`src/rtl/maze_path_player_if.sv`:
```
// Move port between the maze path player and the display/LED stage.
//   move_valid : producer has a move on move_x/move_y/move_dir
//   move_ready : consumer accepts the move when move_valid & move_ready
//   move_x     : x of cell after the move
//   move_y     : y of cell after the move
//   move_dir   : direction just applied (00 up, 01 right, 10 left, 11 down)
// master = player (producer), slave = display stage (consumer).
interface maze_path_player_if #(
    parameter int COORD_W = 4
) ();
    logic               move_valid;
    logic               move_ready;
    logic [COORD_W-1:0] move_x;
    logic [COORD_W-1:0] move_y;
    logic [1:0]         move_dir;

    modport master (
        output move_valid,
        output move_x,
        output move_y,
        output move_dir,
        input  move_ready
    );

    modport slave (
        input  move_valid,
        input  move_x,
        input  move_y,
        input  move_dir,
        output move_ready
    );
endinterface

```
`src/rtl/maze_path_player.sv`:
```
// Playback stage for the maze solver. Each read_checkList request pops one
// direction from the checkList store, turns it into the next absolute (x,y)
// cell starting from (0,0), offers it on the move port and then pulses
// finished_reading back to the controller.
// Ports:
//   clk, rst_n       : clock, synchronous active-low reset
//   init             : synchronous clear of position/counters/sticky flags
//   read_checkList   : request level, held until finished_reading
//   cl_empty         : checkList store empty
//   cl_dir           : head direction, valid the cycle after cl_pop
//   cl_pop           : pop one entry from the store
//   finished_reading : 1-cycle service acknowledge
//   move_if          : move port (valid/ready + x, y, dir)
//   step_count       : moves accepted since init, saturating
//   path_end         : sticky, a request found the store empty
//   move_err         : sticky, a move would have left the grid
module maze_path_player #(
    parameter int COORD_W = 4,
    parameter int STEP_W  = 8
) (
    input  logic                  clk,
    input  logic                  rst_n,
    input  logic                  init,
    input  logic                  read_checkList,
    input  logic                  cl_empty,
    input  logic [1:0]            cl_dir,
    output logic                  cl_pop,
    output logic                  finished_reading,
    maze_path_player_if.master    move_if,
    output logic [STEP_W-1:0]     step_count,
    output logic                  path_end,
    output logic                  move_err
);

    typedef enum logic [2:0] {
        S_IDLE    = 3'd0,
        S_FETCH   = 3'd1,
        S_LATCH   = 3'd2,
        S_PRESENT = 3'd3,
        S_ACK     = 3'd4,
        S_WAIT    = 3'd5
    } state_t;

    localparam logic [1:0] DIR_UP    = 2'b00;
    localparam logic [1:0] DIR_RIGHT = 2'b01;
    localparam logic [1:0] DIR_LEFT  = 2'b10;
    localparam logic [1:0] DIR_DOWN  = 2'b11;

    state_t             state_q, state_d;
    logic [COORD_W-1:0] pos_x_q, pos_x_d;
    logic [COORD_W-1:0] pos_y_q, pos_y_d;
    logic [COORD_W-1:0] move_x_q, move_x_d;
    logic [COORD_W-1:0] move_y_q, move_y_d;
    logic [1:0]         move_dir_q, move_dir_d;
    logic [STEP_W-1:0]  step_q, step_d;
    logic               path_end_q, path_end_d;
    logic               move_err_q, move_err_d;

    logic [COORD_W-1:0] next_x;
    logic [COORD_W-1:0] next_y;
    logic               off_grid;

    // Candidate cell for the direction on cl_dir; only meaningful in LATCH.
    always_comb begin
        next_x   = pos_x_q;
        next_y   = pos_y_q;
        off_grid = 1'b0;
        unique case (cl_dir)
            DIR_UP: begin
                off_grid = (pos_y_q == '0);
                next_y   = pos_y_q - COORD_W'(1);
            end
            DIR_RIGHT: begin
                off_grid = (pos_x_q == '1);
                next_x   = pos_x_q + COORD_W'(1);
            end
            DIR_LEFT: begin
                off_grid = (pos_x_q == '0);
                next_x   = pos_x_q - COORD_W'(1);
            end
            DIR_DOWN: begin
                off_grid = (pos_y_q == '1);
                next_y   = pos_y_q + COORD_W'(1);
            end
            default: ;
        endcase
    end

    always_comb begin
        state_d    = state_q;
        pos_x_d    = pos_x_q;
        pos_y_d    = pos_y_q;
        move_x_d   = move_x_q;
        move_y_d   = move_y_q;
        move_dir_d = move_dir_q;
        step_d     = step_q;
        path_end_d = path_end_q;
        move_err_d = move_err_q;

        case (state_q)
            S_IDLE: begin
                if (read_checkList) begin
                    if (cl_empty) begin
                        path_end_d = 1'b1;
                        state_d    = S_ACK;
                    end else begin
                        state_d = S_FETCH;
                    end
                end
            end
            S_FETCH: state_d = S_LATCH;
            S_LATCH: begin
                move_dir_d = cl_dir;
                if (off_grid) begin
                    // Blocked move: flag it, keep position, still present it.
                    move_err_d = 1'b1;
                    move_x_d   = pos_x_q;
                    move_y_d   = pos_y_q;
                end else begin
                    pos_x_d  = next_x;
                    pos_y_d  = next_y;
                    move_x_d = next_x;
                    move_y_d = next_y;
                end
                state_d = S_PRESENT;
            end
            S_PRESENT: begin
                if (move_if.move_ready) begin
                    if (step_q != '1) begin
                        step_d = step_q + STEP_W'(1);
                    end
                    state_d = S_ACK;
                end
            end
            S_ACK: state_d = S_WAIT;
            S_WAIT: begin
                if (!read_checkList) begin
                    state_d = S_IDLE;
                end
            end
            default: state_d = S_IDLE;
        endcase

        // init overrides whatever the FSM decided this cycle.
        if (init) begin
            state_d    = S_IDLE;
            pos_x_d    = '0;
            pos_y_d    = '0;
            step_d     = '0;
            path_end_d = 1'b0;
            move_err_d = 1'b0;
        end
    end

    always_ff @(posedge clk) begin
        if (!rst_n) begin
            state_q    <= S_IDLE;
            pos_x_q    <= '0;
            pos_y_q    <= '0;
            move_x_q   <= '0;
            move_y_q   <= '0;
            move_dir_q <= '0;
            step_q     <= '0;
            path_end_q <= 1'b0;
            move_err_q <= 1'b0;
        end else begin
            state_q    <= state_d;
            pos_x_q    <= pos_x_d;
            pos_y_q    <= pos_y_d;
            move_x_q   <= move_x_d;
            move_y_q   <= move_y_d;
            move_dir_q <= move_dir_d;
            step_q     <= step_d;
            path_end_q <= path_end_d;
            move_err_q <= move_err_d;
        end
    end

    assign cl_pop             = (state_q == S_FETCH);
    assign finished_reading   = (state_q == S_ACK);
    assign move_if.move_valid = (state_q == S_PRESENT);
    assign move_if.move_x     = move_x_q;
    assign move_if.move_y     = move_y_q;
    assign move_if.move_dir   = move_dir_q;
    assign step_count         = step_q;
    assign path_end           = path_end_q;
    assign move_err           = move_err_q;

endmodule

```
`src/flat_wrapper.sv`:
```
// flat-port wrapper written by rule: the top's interface ports become plain ports
module maze_path_player_flat 
#(
    parameter int COORD_W = 4,
    parameter int STEP_W  = 8
)
  (clk, rst_n, init, read_checkList, cl_empty, cl_dir, cl_pop, finished_reading, step_count, path_end, move_err, move_if_move_valid, move_if_move_x, move_if_move_y, move_if_move_dir, move_if_move_ready);
  maze_path_player_if #(.COORD_W(COORD_W)) move_if_i ();
  input  logic clk;
  input  logic rst_n;
  input  logic init;
  input  logic read_checkList;
  input  logic cl_empty;
  input  logic [1:0] cl_dir;
  output logic cl_pop;
  output logic finished_reading;
  output logic [STEP_W-1:0] step_count;
  output logic path_end;
  output logic move_err;
  output wire logic [$bits(move_if_i.move_valid)-1:0] move_if_move_valid;
  output wire logic [$bits(move_if_i.move_x)-1:0] move_if_move_x;
  output wire logic [$bits(move_if_i.move_y)-1:0] move_if_move_y;
  output wire logic [$bits(move_if_i.move_dir)-1:0] move_if_move_dir;
  input wire logic [$bits(move_if_i.move_ready)-1:0] move_if_move_ready;
  assign move_if_move_valid = move_if_i.move_valid;
  assign move_if_move_x = move_if_i.move_x;
  assign move_if_move_y = move_if_i.move_y;
  assign move_if_move_dir = move_if_i.move_dir;
  assign move_if_i.move_ready = move_if_move_ready;
  maze_path_player #(.COORD_W(COORD_W), .STEP_W(STEP_W)) u_core (.clk(clk), .rst_n(rst_n), .init(init), .read_checkList(read_checkList), .cl_empty(cl_empty), .cl_dir(cl_dir), .cl_pop(cl_pop), .finished_reading(finished_reading), .move_if(move_if_i), .step_count(step_count), .path_end(path_end), .move_err(move_err));
endmodule
```
`config.mk`:
```
export PLATFORM = sky130hd
export DESIGN_NAME = maze_path_player_flat
export DESIGN_NICKNAME = d
export VERILOG_FILES = /design/src/rtl/maze_path_player_if.sv /design/src/rtl/maze_path_player.sv /design/src/flat_wrapper.sv
export SDC_FILE = /design/constraint.sdc
export NUM_CORES = 1
export LEC_CHECK = 0
export ABC_AREA = 1
export CORE_MARGIN = 3
export CORE_UTILIZATION = 53
export CTS_BUF_LIST = sky130_fd_sc_hd__clkbuf_8 sky130_fd_sc_hd__clkbuf_16
export DETAILED_ROUTE_END_ITERATION = 8
export PLACE_DENSITY = 0.86
export SETUP_SLACK_MARGIN = 0.4
export SYNTH_ARGS = -nofsm -noshare
export SYNTH_HDL_FRONTEND = slang
export SYNTH_SLANG_ARGS = --single-unit
export TNS_END_PERCENT = 100
```
`constraint.sdc`:
```
create_clock -name clk -period 2.3 [get_ports clk]
set_input_delay 0.46 -clock clk [delete_from_list [all_inputs] [get_ports clk]]
set_output_delay 0.46 -clock clk [all_outputs]
set_load 0.02 [all_outputs]
```
=== After elaboration in Yosys (flattened, before gate mapping) ===
Index checks and enable logic that the tools add are counted.

* Register bits: 31
* Bits of input ports: 8
* Output and inout bits: 23
* Logic and storage cells: 48

* Add/subtract/negate cells: 5
* Equality and inequality tests: 14
* Muxes and demuxes: 10
* Bitwise operators: 1
* Reductions and logical operators: 9

{| class="wikitable"
|+ Operator list
! operator !! number
|-
| $pmux W3 S6 || 1
|-
| $pmux W4 S2 || 2
|-
| $mux W3 || 4
|-
| $reduce_and A3 Y1 || 3
|-
| $add A4 B1 Y4 const B || 2
|-
| $add A8 B1 Y8 const B || 1
|-
| $eq A4 B4 Y1 const B || 2
|-
| $logic_not A4 Y1 || 2
|-
| $mux W4 || 2
|-
| $ne A8 B8 Y1 const B || 1
|-
| $sub A4 B1 Y4 const B || 2
|-
| $eq A3 B2 Y1 const B || 2
|-
| $eq A3 B3 Y1 const B || 2
|-
| $eq A2 B2 Y1 const B || 2
|-
| $ne A2 B2 Y1 const B || 2
|-
| $pmux W1 S4 || 1
|-
| $eq A3 B1 Y1 const B || 1
|-
| $logic_not A3 Y1 || 1
|-
| $eq A2 B1 Y1 const B || 1
|-
| $logic_not A2 Y1 || 1
|-
| $ne A2 B1 Y1 const B || 1
|-
| $reduce_and A2 Y1 || 1
|-
| $reduce_or A2 Y1 || 1
|-
| $not A1 Y1 || 1
|}

=== Longest topological paths before layout ===
* Depth after elaboration: 3
* Depth in mapped cells: 13
* Gate-level depth less buffers: 13

=== Least setup slack after synthesis ===
Ideal clock, no wire load.

* Kind: input-to-reg
* From: in cl_dir[0]
* To: reg u_core.pos_y_q[3]
* Setup time: 0.121 ns
* Data arrival time: 1.690 ns
* Required time: 2.179 ns
* Path slack: 0.489 ns
* Stages: 13
* Path buffers: 0
* Cell sequence: ha_1 -> inv_1 -> ha_1 -> a21oi_1 -> nand2_1 -> nand2_1 -> nand2_1 -> nand2_1 -> nand2_1 -> nand2_1 -> nand2_1 -> nand2_1 -> a21oi_1

* Longest elaborated chain between the ends: 3
* Elaborated cells between the ends (all ways): 7
* Those cells by class: eq/ne: 3; mux: 3; reduce/logical: 1

{| class="wikitable"
|+ RTL lines
! item !! RTL line !! text
|-
| from (decl) || flat_wrapper.sv:14 || <nowiki>input logic [1:0] cl_dir;</nowiki>
|-
| $eq A2 B2 Y1, or another cell as far along || maze_path_player.sv:68 || <nowiki>unique case (cl_dir)</nowiki>
|-
| $pmux W1 S4 / $pmux W4 S2 (equally long branches) || maze_path_player.sv:68 ||
|-
| $mux W4 * || -- ||
|-
| to (signal assigned) || maze_path_player.sv:169 || <nowiki>pos_y_q <= pos_y_d;</nowiki>
|-
| to (decl) || maze_path_player.sv:51 || <nowiki>logic [COORD_W-1:0] pos_y_q, pos_y_d;</nowiki>
|}

Every way passes the cells marked *; elsewhere a longest branch is shown, timed or not.
A chain may end at the register's enable or synchronous reset.

=== Worst setup path in the final report ===
* From: reg u_core.step_q[6], in the netlist u_core.step_count[6]
* To: out step_count[6]

{| class="wikitable"
|+ RTL lines
! item !! RTL line !! text
|-
| from (decl) || maze_path_player.sv:55 || <nowiki>logic [STEP_W-1:0] step_q, step_d;</nowiki>
|-
| from (signal assigned) || maze_path_player.sv:173 || <nowiki>step_q <= step_d;</nowiki>
|-
| to (decl) || flat_wrapper.sv:17 || <nowiki>output logic [STEP_W-1:0] step_count;</nowiki>
|}

No word-level cell between the ends.

==> qor.txt <==
Status: finished, final reports clean
WP data required: 1.84 ns
CP Data Arrival Time: 1.37 ns
Fin cells: 349
Top cells by area, synth: dfxtp_1 34%, nand2_1 15%, a21oi_1 7.9%
Cell area after layout: 2407 sq um
CP max-delay cell: clkdlybuf4s50_1
Largest area contributor in the netlist: dfxtp_1
CTS Hold Bufs: 0
Drt drc: 0
Synthesized area: 1831 sq um
Ant. Diodes: 0
Post-DR vias/cell: 5.046
Syn_nets: 279
Clock Tree Root: clkbuf_8
Post-Synthesis Mean Instance Area: 7.013 sq um
Worst VDD drop: 0.5954 mV
Yosys top cell area share: 33.90%
Number of enable flip-flop cells after synthesis: 0
Hold WC Path Type: flip-flop to flip-flop
Max-slew violations: 0
Total Power: 1275 uW
Placed Area: 2235 sq um
Initial antenna violation count: 0
Die width: 64.77 microns
First-pass GRT wire length: 7.376 mm
Final hold viol count: 0
Footprint of the multi-input gates: 1105 sq um
Vias in the first global route: 1675
# nets final: 322
Pwr/cell area: 529.8 nW/um^2
Clk_lat worst skew: 0.29 ns
FMAX: 547.3 MHz
Worst hold slack: 0.4618 ns
WL/cell: 11.99 microns
RSZ-0062 raised after global routing: false
Post-synthesis cell count: 261
Most frequent cells in the layout: 73 x nand2_1, 31 x dfxtp_1, 28 x a21oi_1, 25 x inv_1, 25 x clkdlybuf4s50_1
Iter 0 DRT Violations: 97
Placed cells: 341
Die ar.: 4195 sq um
Area growth syn-to-layout: 31.51%
Family with the most delay on the worst path: buffers and inverters
Worst-path clk slew: 0.07 ns
Htree depth: 2
CP cell instances: clkdlybuf4s50_1
CP bufs+invs: 1
End-of-flow core utilization: 75.75%
Pin count of the biggest net entering global routing: 17
Global route overflow: 0
IO Count: 31
Setup crit start kind: flip-flop
Fraction of registers with async set/reset: 0%
Slew @ Worst Pin: 0.3602 ns
Core area: 3178 sq um
Maximum fanout along the worst path: 5
Crit Path Class: flip-flop to output pin
First-pass iteration count of the detailed router: 4
PortBufs: 30
Clk buf depth: 2
Initial Util: 57.60%
Clock skew: 0.007151 ns
Fillers: 251
Fin crit period: 1.827 ns
Placer's final routability congestion estimate: 0.8544
Vias: 1761
Relative slew slack: 75.95%
Max incr delay on CP: 0.65 ns
Gr usage total: 22.30%
TritonCTS clock tree: yes
Synth Register Bits: 31
Distinct cells, synth: 31
MaxCap Viol Count: 0
WL final: 4.185 mm
Post-CTS Setup Inserts: 0
Routed Antenna Nets: 0
DIE HEIGHT: 64.77 microns
Commonest non-fill, non-tap cell in the layout: nand2_1
Setup violations, final: 0
Worst setup EP type: output pin
Share of layout cells above drive strength 1: 18.36%
Clk sinks: 31
Leakage: 0.001028 uW
Post-synth top flop: dfxtp_1
Final cycle utilization of the critical path: 79.44%
YS warnings: 0
Seq/Total Area, Yosys: 33.90%
DP Wirelength: 3.004 mm
CTS Buf Count: 5
Row count: 20
Sequential Area: 620.6 sq um
==> report_power, final <==
part	internal, uW	switching, uW
sequential	543	5.24
clock	350	212
combinational	68.1	96.8
==> sequential cells by signal (all words and copies together) (netlist names) <==
name / cells
u_core.move_err: 1
u_core.move_if.move_dir: 2
u_core.move_if.move_x: 4
u_core.move_if.move_y: 4
u_core.path_end: 1
u_core.pos_x_q: 4
u_core.pos_y_q: 4
u_core.state_q: 3
u_core.step_count: 8
==> cell usage after synthesis (2+ instances only) <==
cell      number
a21oi_1       29
clkbuf_1       3
dfxtp_1       31
ha_1           9
inv_1         26
inv_2          8
nand2_1       73
nand2_2        4
nand3_1        7
nand3_2        8
nand4_1        3
nor2_1        20
nor2_2         3
nor2_4         2
nor3_1         4
o21ai_0        9
o21ai_1        3
xnor2_1        3
xor2_1         4
==> logic make-up after synthesis <==
logic type / after synthesis / synth area share [%]
buffers and inverters: 40 / 8.954
AO/OA/AOI/OAI: 44 / 12.44
flip-flops: 31 / 33.90
adder cells (fa/ha/maj): 10 / 7.246
XOR/XNOR: 7 / 3.349
AND/OR/NAND/NOR: 129 / 34.11
==> per-stage QoR <==
stage	setup TNS (ns)	setup WS [ns]
final	0	0.4729
after global routing	0	0.4080
after CTS	0	0.4899
after detailed placement	-0.3838	-0.1030
after global placement	-0.02252	-0.01143
after floorplan	0	0.4886
==> routing by layer <==
metal	vias up	wire length, microns	global-route usage, %
met3	7	140	5.719
met4	0	72	6.069
li1	915	-	-
met2	42	2023	36.78
met1	797	1948	28.69
met5	-	0	0
==> cell type report <==
cell class,count,share of cell area (%)
tap,44,2.287
multi-input combinational,190,45.89
inverter,36,5.821
sequential,31,25.78
timing repair buffer,40,15.33
clock buffer,6,3.430
clock inverter,2,1.455
==> worst paths after layout <==
| kind | startpoint | end | slack [ns] | cells after the start |
|---|---|---|---|---|
| setup / recovery | u_core.step_count[6] | step_count[6] | 0.47 | 1 |
| hold / removal | u_core.path_end | u_core.path_end | 0.46 | 2 |
| setup reg to reg | u_core.step_count[0] | u_core.step_count[5] | 0.73 | 8 |
| hold reg to reg | u_core.path_end | u_core.path_end | 0.46 | 2 |
==> timing repair <==
item,in CTS,in global routing
gates resized for setup,14,2
setup endpoints to repair,19,5
pin swaps,4,0
Power figures use the tool's default switching activity.
